### src/rtl/lcd_capture.sv
// lcd_capture: packs 2bpp LCD pixels four per byte and streams each frame into a framebuffer through a small write FIFO
module lcd_capture #(
    parameter int H_PIXELS   = 160,
    parameter int V_LINES    = 144,
    parameter int FIFO_DEPTH = 8,
    parameter int ADDR_W     = 13
) (
    input  logic              clk,
    input  logic              rst,
    input  logic              hs,
    input  logic              vs,
    input  logic              cpl,
    input  logic [1:0]        pixel,
    input  logic              valid,
    input  logic              clr_status,
    output logic [ADDR_W-1:0] fb_a,
    output logic [7:0]        fb_d,
    output logic              fb_wr,
    input  logic              fb_ready,
    output logic              frame_done,
    output logic              overflow,
    output logic              short_line
);
    localparam int XW = $clog2(H_PIXELS + 1);
    localparam int YW = $clog2(V_LINES + 1);
    localparam int PW = $clog2(FIFO_DEPTH);
    localparam int CW = PW + 1;
    localparam logic [XW-1:0]     X_MAX  = XW'(H_PIXELS);
    localparam logic [YW-1:0]     Y_MAX  = YW'(V_LINES);
    localparam logic [CW-1:0]     C_MAX  = CW'(FIFO_DEPTH);
    localparam logic [ADDR_W-1:0] STRIDE = ADDR_W'(H_PIXELS / 4);

    typedef enum logic [1:0] {SYNC, CAPTURE, DRAIN} state_t;

    state_t              state, state_d;
    logic                cpl_q, hs_q, vs_q;
    logic                pix_evt, hs_fall, vs_fall;
    logic [XW-1:0]       x, x_d, x_p;
    logic [YW-1:0]       y, y_d;
    logic [ADDR_W-1:0]   line_base, base_d;
    logic [7:0]          pack, pack_d, pack_p;
    logic                take;
    logic                push, push_ok, pop;
    logic [ADDR_W+7:0]   push_e;
    logic                short_set, drop_pix;
    logic [ADDR_W+7:0]   mem [FIFO_DEPTH];
    logic [PW-1:0]       wr_ptr, rd_ptr;
    logic [CW-1:0]       count;
    logic [ADDR_W+7:0]   head;

    assign pix_evt = cpl & ~cpl_q & valid;
    assign hs_fall = hs_q & ~hs;
    assign vs_fall = vs_q & ~vs;

    // Input history for edge detection; syncs idle high.
    always_ff @(posedge clk or negedge rst) begin
        if (!rst) begin
            cpl_q <= 1'b0;
            hs_q  <= 1'b1;
            vs_q  <= 1'b1;
        end else begin
            cpl_q <= cpl;
            hs_q  <= hs;
            vs_q  <= vs;
        end
    end

    // Capture state, position counters and the byte being assembled.
    always_ff @(posedge clk or negedge rst) begin
        if (!rst) begin
            state     <= SYNC;
            x         <= '0;
            y         <= '0;
            line_base <= '0;
            pack      <= '0;
        end else begin
            state     <= state_d;
            x         <= x_d;
            y         <= y_d;
            line_base <= base_d;
            pack      <= pack_d;
        end
    end

    // Next state: a pixel in this cycle is folded in before any line or frame end.
    always_comb begin
        state_d   = state;
        x_d       = x;
        y_d       = y;
        base_d    = line_base;
        pack_d    = pack;
        push      = 1'b0;
        push_e    = '0;
        short_set = 1'b0;
        drop_pix  = 1'b0;
        take      = (state == CAPTURE) && pix_evt && (x < X_MAX) && (y < Y_MAX);
        x_p       = x + XW'(take);
        pack_p    = take ? (((x[1:0] == 2'd0) ? 8'h00 : pack) | ({pixel, 6'b0} >> {x[1:0], 1'b0})) : pack;
        case (state)
            SYNC: begin
                if (vs_fall) begin
                    state_d = CAPTURE;
                    x_d     = '0;
                    y_d     = '0;
                    base_d  = '0;
                    pack_d  = '0;
                end
            end
            CAPTURE: begin
                x_d    = x_p;
                pack_d = pack_p;
                if (take && x[1:0] == 2'd3) begin
                    push   = 1'b1;
                    push_e = {line_base + ADDR_W'(x >> 2), pack_p};
                end
                if ((hs_fall || vs_fall) && x_p != '0) begin
                    if (x_p[1:0] != 2'd0) begin
                        push   = 1'b1;
                        push_e = {line_base + ADDR_W'(x_p >> 2), pack_p};
                    end
                    if (hs_fall) begin
                        short_set = x_p < X_MAX;
                        x_d       = '0;
                        y_d       = y + YW'(1);
                        base_d    = line_base + STRIDE;
                    end
                end
                if (vs_fall) state_d = DRAIN;
            end
            DRAIN: begin
                drop_pix = pix_evt;
                if (count == '0) begin
                    state_d = CAPTURE;
                    x_d     = '0;
                    y_d     = '0;
                    base_d  = '0;
                end
            end
            default: state_d = SYNC;
        endcase
    end

    assign pop        = fb_wr & fb_ready;
    assign push_ok    = push & ((count < C_MAX) | pop);
    assign fb_wr      = count != '0;
    assign head       = mem[rd_ptr];
    assign fb_a       = fb_wr ? head[ADDR_W+7:8] : '0;
    assign fb_d       = fb_wr ? head[7:0] : 8'h00;
    assign frame_done = (state == DRAIN) && (count == '0);

    // FIFO storage; contents are only observed through the gated head.
    always_ff @(posedge clk) begin
        if (push_ok) mem[wr_ptr] <= push_e;
    end

    // FIFO pointers and occupancy.
    always_ff @(posedge clk or negedge rst) begin
        if (!rst) begin
            wr_ptr <= '0;
            rd_ptr <= '0;
            count  <= '0;
        end else begin
            wr_ptr <= wr_ptr + PW'(push_ok);
            rd_ptr <= rd_ptr + PW'(pop);
            count  <= count + CW'(push_ok) - CW'(pop);
        end
    end

    // Sticky status; a new event wins over a simultaneous clear.
    always_ff @(posedge clk or negedge rst) begin
        if (!rst) begin
            overflow   <= 1'b0;
            short_line <= 1'b0;
        end else begin
            overflow   <= drop_pix | (push & ~push_ok) | (overflow & ~clr_status);
            short_line <= short_set | (short_line & ~clr_status);
        end
    end
endmodule

### config.mk
export PLATFORM = sky130hd
export DESIGN_NAME = lcd_capture
export DESIGN_NICKNAME = d
export VERILOG_FILES = /design/src/rtl/lcd_capture.sv
export SDC_FILE = /design/constraint.sdc
export NUM_CORES = 1
export LEC_CHECK = 0
export ABC_AREA = 1
export CAP_MARGIN = 20
export CORE_UTILIZATION = 40
export DETAILED_ROUTE_END_ITERATION = 6
export PLACE_DENSITY = 0.58
export SYNTH_ARGS = -nofsm -noshare
export SYNTH_HDL_FRONTEND = slang
export SYNTH_SLANG_ARGS = --single-unit
### constraint.sdc
create_clock -name clk -period 4.9 [get_ports clk]
set_input_delay 0.98 -clock clk [delete_from_list [all_inputs] [get_ports clk]]
set_output_delay 0.98 -clock clk [all_outputs]
set_load 0.03 [all_outputs]
==> results.py <==
metrics = {
    "grt": {
        "grt_use_met1_pct": 23.9,
        "grt_max_degree": 81,
        "antenna_found_initial": 0,
        "grtUsageTotal_pct": 18.6,
        "grt_first_pass_wirelength_um": 37700,
        "gr-total-overflow": 0,
        "grtUsageMet3_pct": 2.00,
        "grt_most_used_layer": "met2",
        "grt_use_met2_pct": 32.5,
        "grt_pass1_vias": 7149,
    },
    "routing": {
        "dr.pass1.iters": 5,
        "route.detailed.wl_per_inst_um": 17.3,
        "postRouteAntennaNets": 0,
        "avgViaCountPerCell": 5.22,
        "routed_wl_um": 23400,
        "drt_iter0_drc": 517,
        "vias": 7070,
        "drc": 0,
    },
    "synth": {
        "synthTopCellsByArea": "edfxtp_1 50%, dfrtp_1 12%, nor2_1 8.1%",
        "ys.warnings.count": 0,
        "synthSimpleGateAreaFrac_pct": 18.4,
        "synth_cells": 977,
        "synth_common_cells": "219 x nor2_1, 168 x edfxtp_1, 133 x nand2_1",
        "syn_nets": 1008,
        "synthAdderAreaFrac_pct": 2.66,
        "muxShareOfSynthArea_pct": 0,
        "synth.most_common_cell": "nor2_1",
        "synth-xor-area-share_pct": 1.98,
        "synth_cell_type_count": 37,
        "synth_compound_area_share_pct": 10.0,
        "avgSynthCellArea_um2": 10.4,
        "synth-seq-cells": 219,
        "synth_ff_type": "edfxtp_1",
        "synth_area_leader_cell": "edfxtp_1",
        "synth_top_area_share_pct": 49.7,
        "synth_top_family_by_area": "simple AND/OR/NAND/NOR gates",
        "yosysSeqAreaShare_pct": 62.3,
        "async_flop_share_pct": 23.3,
        "syn_area_mm2": 0.0102,
        "synth_edf_count": 168,
    },
    "sta": {
        "fmax_mhz": 235,
        "finalCritPeriodShare_pct": 86.8,
        "finClkSkew_ns": 0.0125,
        "hold_violations": 0,
        "worst_pin_slew_ns": 1.01,
        "relSlewSlack_pct": 32.0,
        "tns_ns": 0,
        "drv_slew": 0,
        "final.min_clock_period_ns": 4.25,
        "whs_ns": 0.482,
        "rsz0062_at_grt": "no",
        "setup_viol": 0,
    },
    "power_and_ir_drop": {
        "power_leakage_nw": 4.65,
        "peakVddDrop_v": 0.000353,
        "powerDensity_mw_per_mm2": 579,
    },
    "setup_path": {
        "r2r-start": "x[6]",
        "path_max_fanout": 8,
        "regToRegSetupSlack_ns": 1.16,
        "worstSetupEndpoint": "mem[6][17]",
        "startpoint": "cpl",
        "cp-end-kind": "flip-flop",
        "r2r_cells": 18,
        "cp.arrival_ns": 4.47,
        "timing.rr.end": "mem[6][17]",
        "critPathRequiredTime_ns": 5.12,
        "crit_type": "in -> reg",
        "cp-start-kind": "input port",
    },
    "clock_tree": {
        "cts_sinks": 219,
        "cts_tree": "done",
        "clk_path_buf_depth": 3,
        "cts_setup_buffers": 0,
        "cts_hold_buffers": 0,
        "cts_resized": 0,
        "clk_pin_slew_ns": 0.06,
        "cts_made_buffers": 24,
        "cts-root-buf": "clkbuf_16",
        "clock_latency_ns": 0.52,
        "htreeDepth": 1,
    },
    "floorplanning": {
        "ioPinCount": 35,
        "dieArea_mm2": 0.0260,
        "die_w_um": 161,
        "core_mm2": 0.0246,
        "die_h_um": 161,
        "rows": 57,
        "initial_utilization_pct": 41.3,
    },
    "cells_and_area": {
        "layout-drive-gt1-share_pct": 9.71,
        "diodes": 0,
        "area_delta_synth_final_pct": 15.0,
        "final_area_mm2": 0.0117,
        "nets": 1043,
    },
    "placement": {
        "dpl.hpwl_um": 14100,
        "port_buffers": 34,
        "gp_congestion": 0.902,
        "place_area_mm2": 0.0109,
    },
    "worst_hold_path": {
        "min_path_type": "reg -> reg",
        "hold_start": "state[0]",
    },
    "status": {
        "status": "finished clean",
    },
    "flow_run": {
        "cap_violations": 0,
    },
}
report_power, final:
part	switching [mW]	total, mW	internal, mW
Clock	0.715	1.82	1.11
Sequential	0.157	2.29	2.14
Combinational	1.75	2.65	0.899
critical path: stages:
cell	delay (ns)
clkdlybuf4s50_1	0.48
nand3b_1	0.13
nor3_1	0.24
nand2_1	0.12
inv_1	0.10
ha_1	0.25
ha_1	0.26
nand3_2	0.11
o21ai_2	0.14
nand2_2	0.09
ha_1	0.33
a21oi_1	0.26
o21ai_0	0.17
nand3_1	0.09
nand2_1	0.05
nand3_1	0.09
nand2_1	0.07
a21oi_1	0.50
cell usage in the layout, fill, tap and decap left out, drive strengths merged, types with 3 or more instances in the layout:
| master | instances |
|---|---|
| a21oi | 19 |
| a22oi | 5 |
| buf | 22 |
| bufinv | 3 |
| clkbuf | 33 |
| clkdlybuf4s50 | 33 |
| clkinv | 7 |
| clkinvlp | 3 |
| dfrtp | 49 |
| edfxtp | 168 |
| ha | 20 |
| inv | 65 |
| nand2 | 141 |
| nand3 | 54 |
| nand3b | 3 |
| nand4 | 10 |
| nor2 | 224 |
| nor3 | 6 |
| o211ai | 7 |
| o21ai | 80 |
| o32ai | 45 |
| xnor2 | 5 |
| xor2 | 18 |
metal layers:
metal  up-vias  part of all wire, %
li1       3466                    -
met1      3390                   44
met2       164                   48
met3        50                  4.2
met4         0                  3.0
met5         -                    0
per-stage QoR:
| stage | setup slack [ns] | cells | utilization, % | power (mW) |
|---|---|---|---|---|
| after floorplan | 0.969 | 977 | - | 4.14 |
| after global placement | 0.312 | 1309 | 44.2 | 4.98 |
| after global routing | 0.294 | 1354 | 47.5 | 7.18 |
| final | 0.647 | 1354 | 47.5 | 6.76 |
| after detailed placement | 0.190 | 1309 | 44.2 | 5.00 |
| after CTS | 0.672 | 1353 | 47.4 | 6.83 |
registers in the layout, indices dropped and copies added, names as in the netlist:
name        flops
count           4
cpl_q           1
hs_q            1
line_base      10
mem           168
overflow        1
pack            8
rd_ptr          3
short_line      1
state           2
vs_q            1
wr_ptr          3
x               8
y               8
worst min-delay path by stage:
stage	end	slack (ns)	cells after the start
2_1_floorplan	state[0]	0.44	1
3_3_place_gp	state[0]	0.47	1
3_5_place_dp	state[0]	0.48	1
4_1_cts	state[0]	0.48	1
5_1_grt	state[0]	0.51	1
6_report	state[0]	0.48	1
layout make-up:
type | instances | area (µm²)
Clock buffer | 32 | 662
Clock inverter | 12 | 145
Fill cell | 2242 | 12900
Inverter | 66 | 248
Multi-Input combinational cell | 645 | 3380
Sequential cell | 219 | 6330
Tap cell | 324 | 405
Timing Repair Buffer | 56 | 513
cell families (layout without fill, tap and decap cells):
family	Yosys count	after routing
simple gates	441	441
buf+inv	113	166
fa+ha+maj	21	21
xor+xnor	23	23
compound gates	160	160
flops	219	219
(Power assumes the default switching activity.)
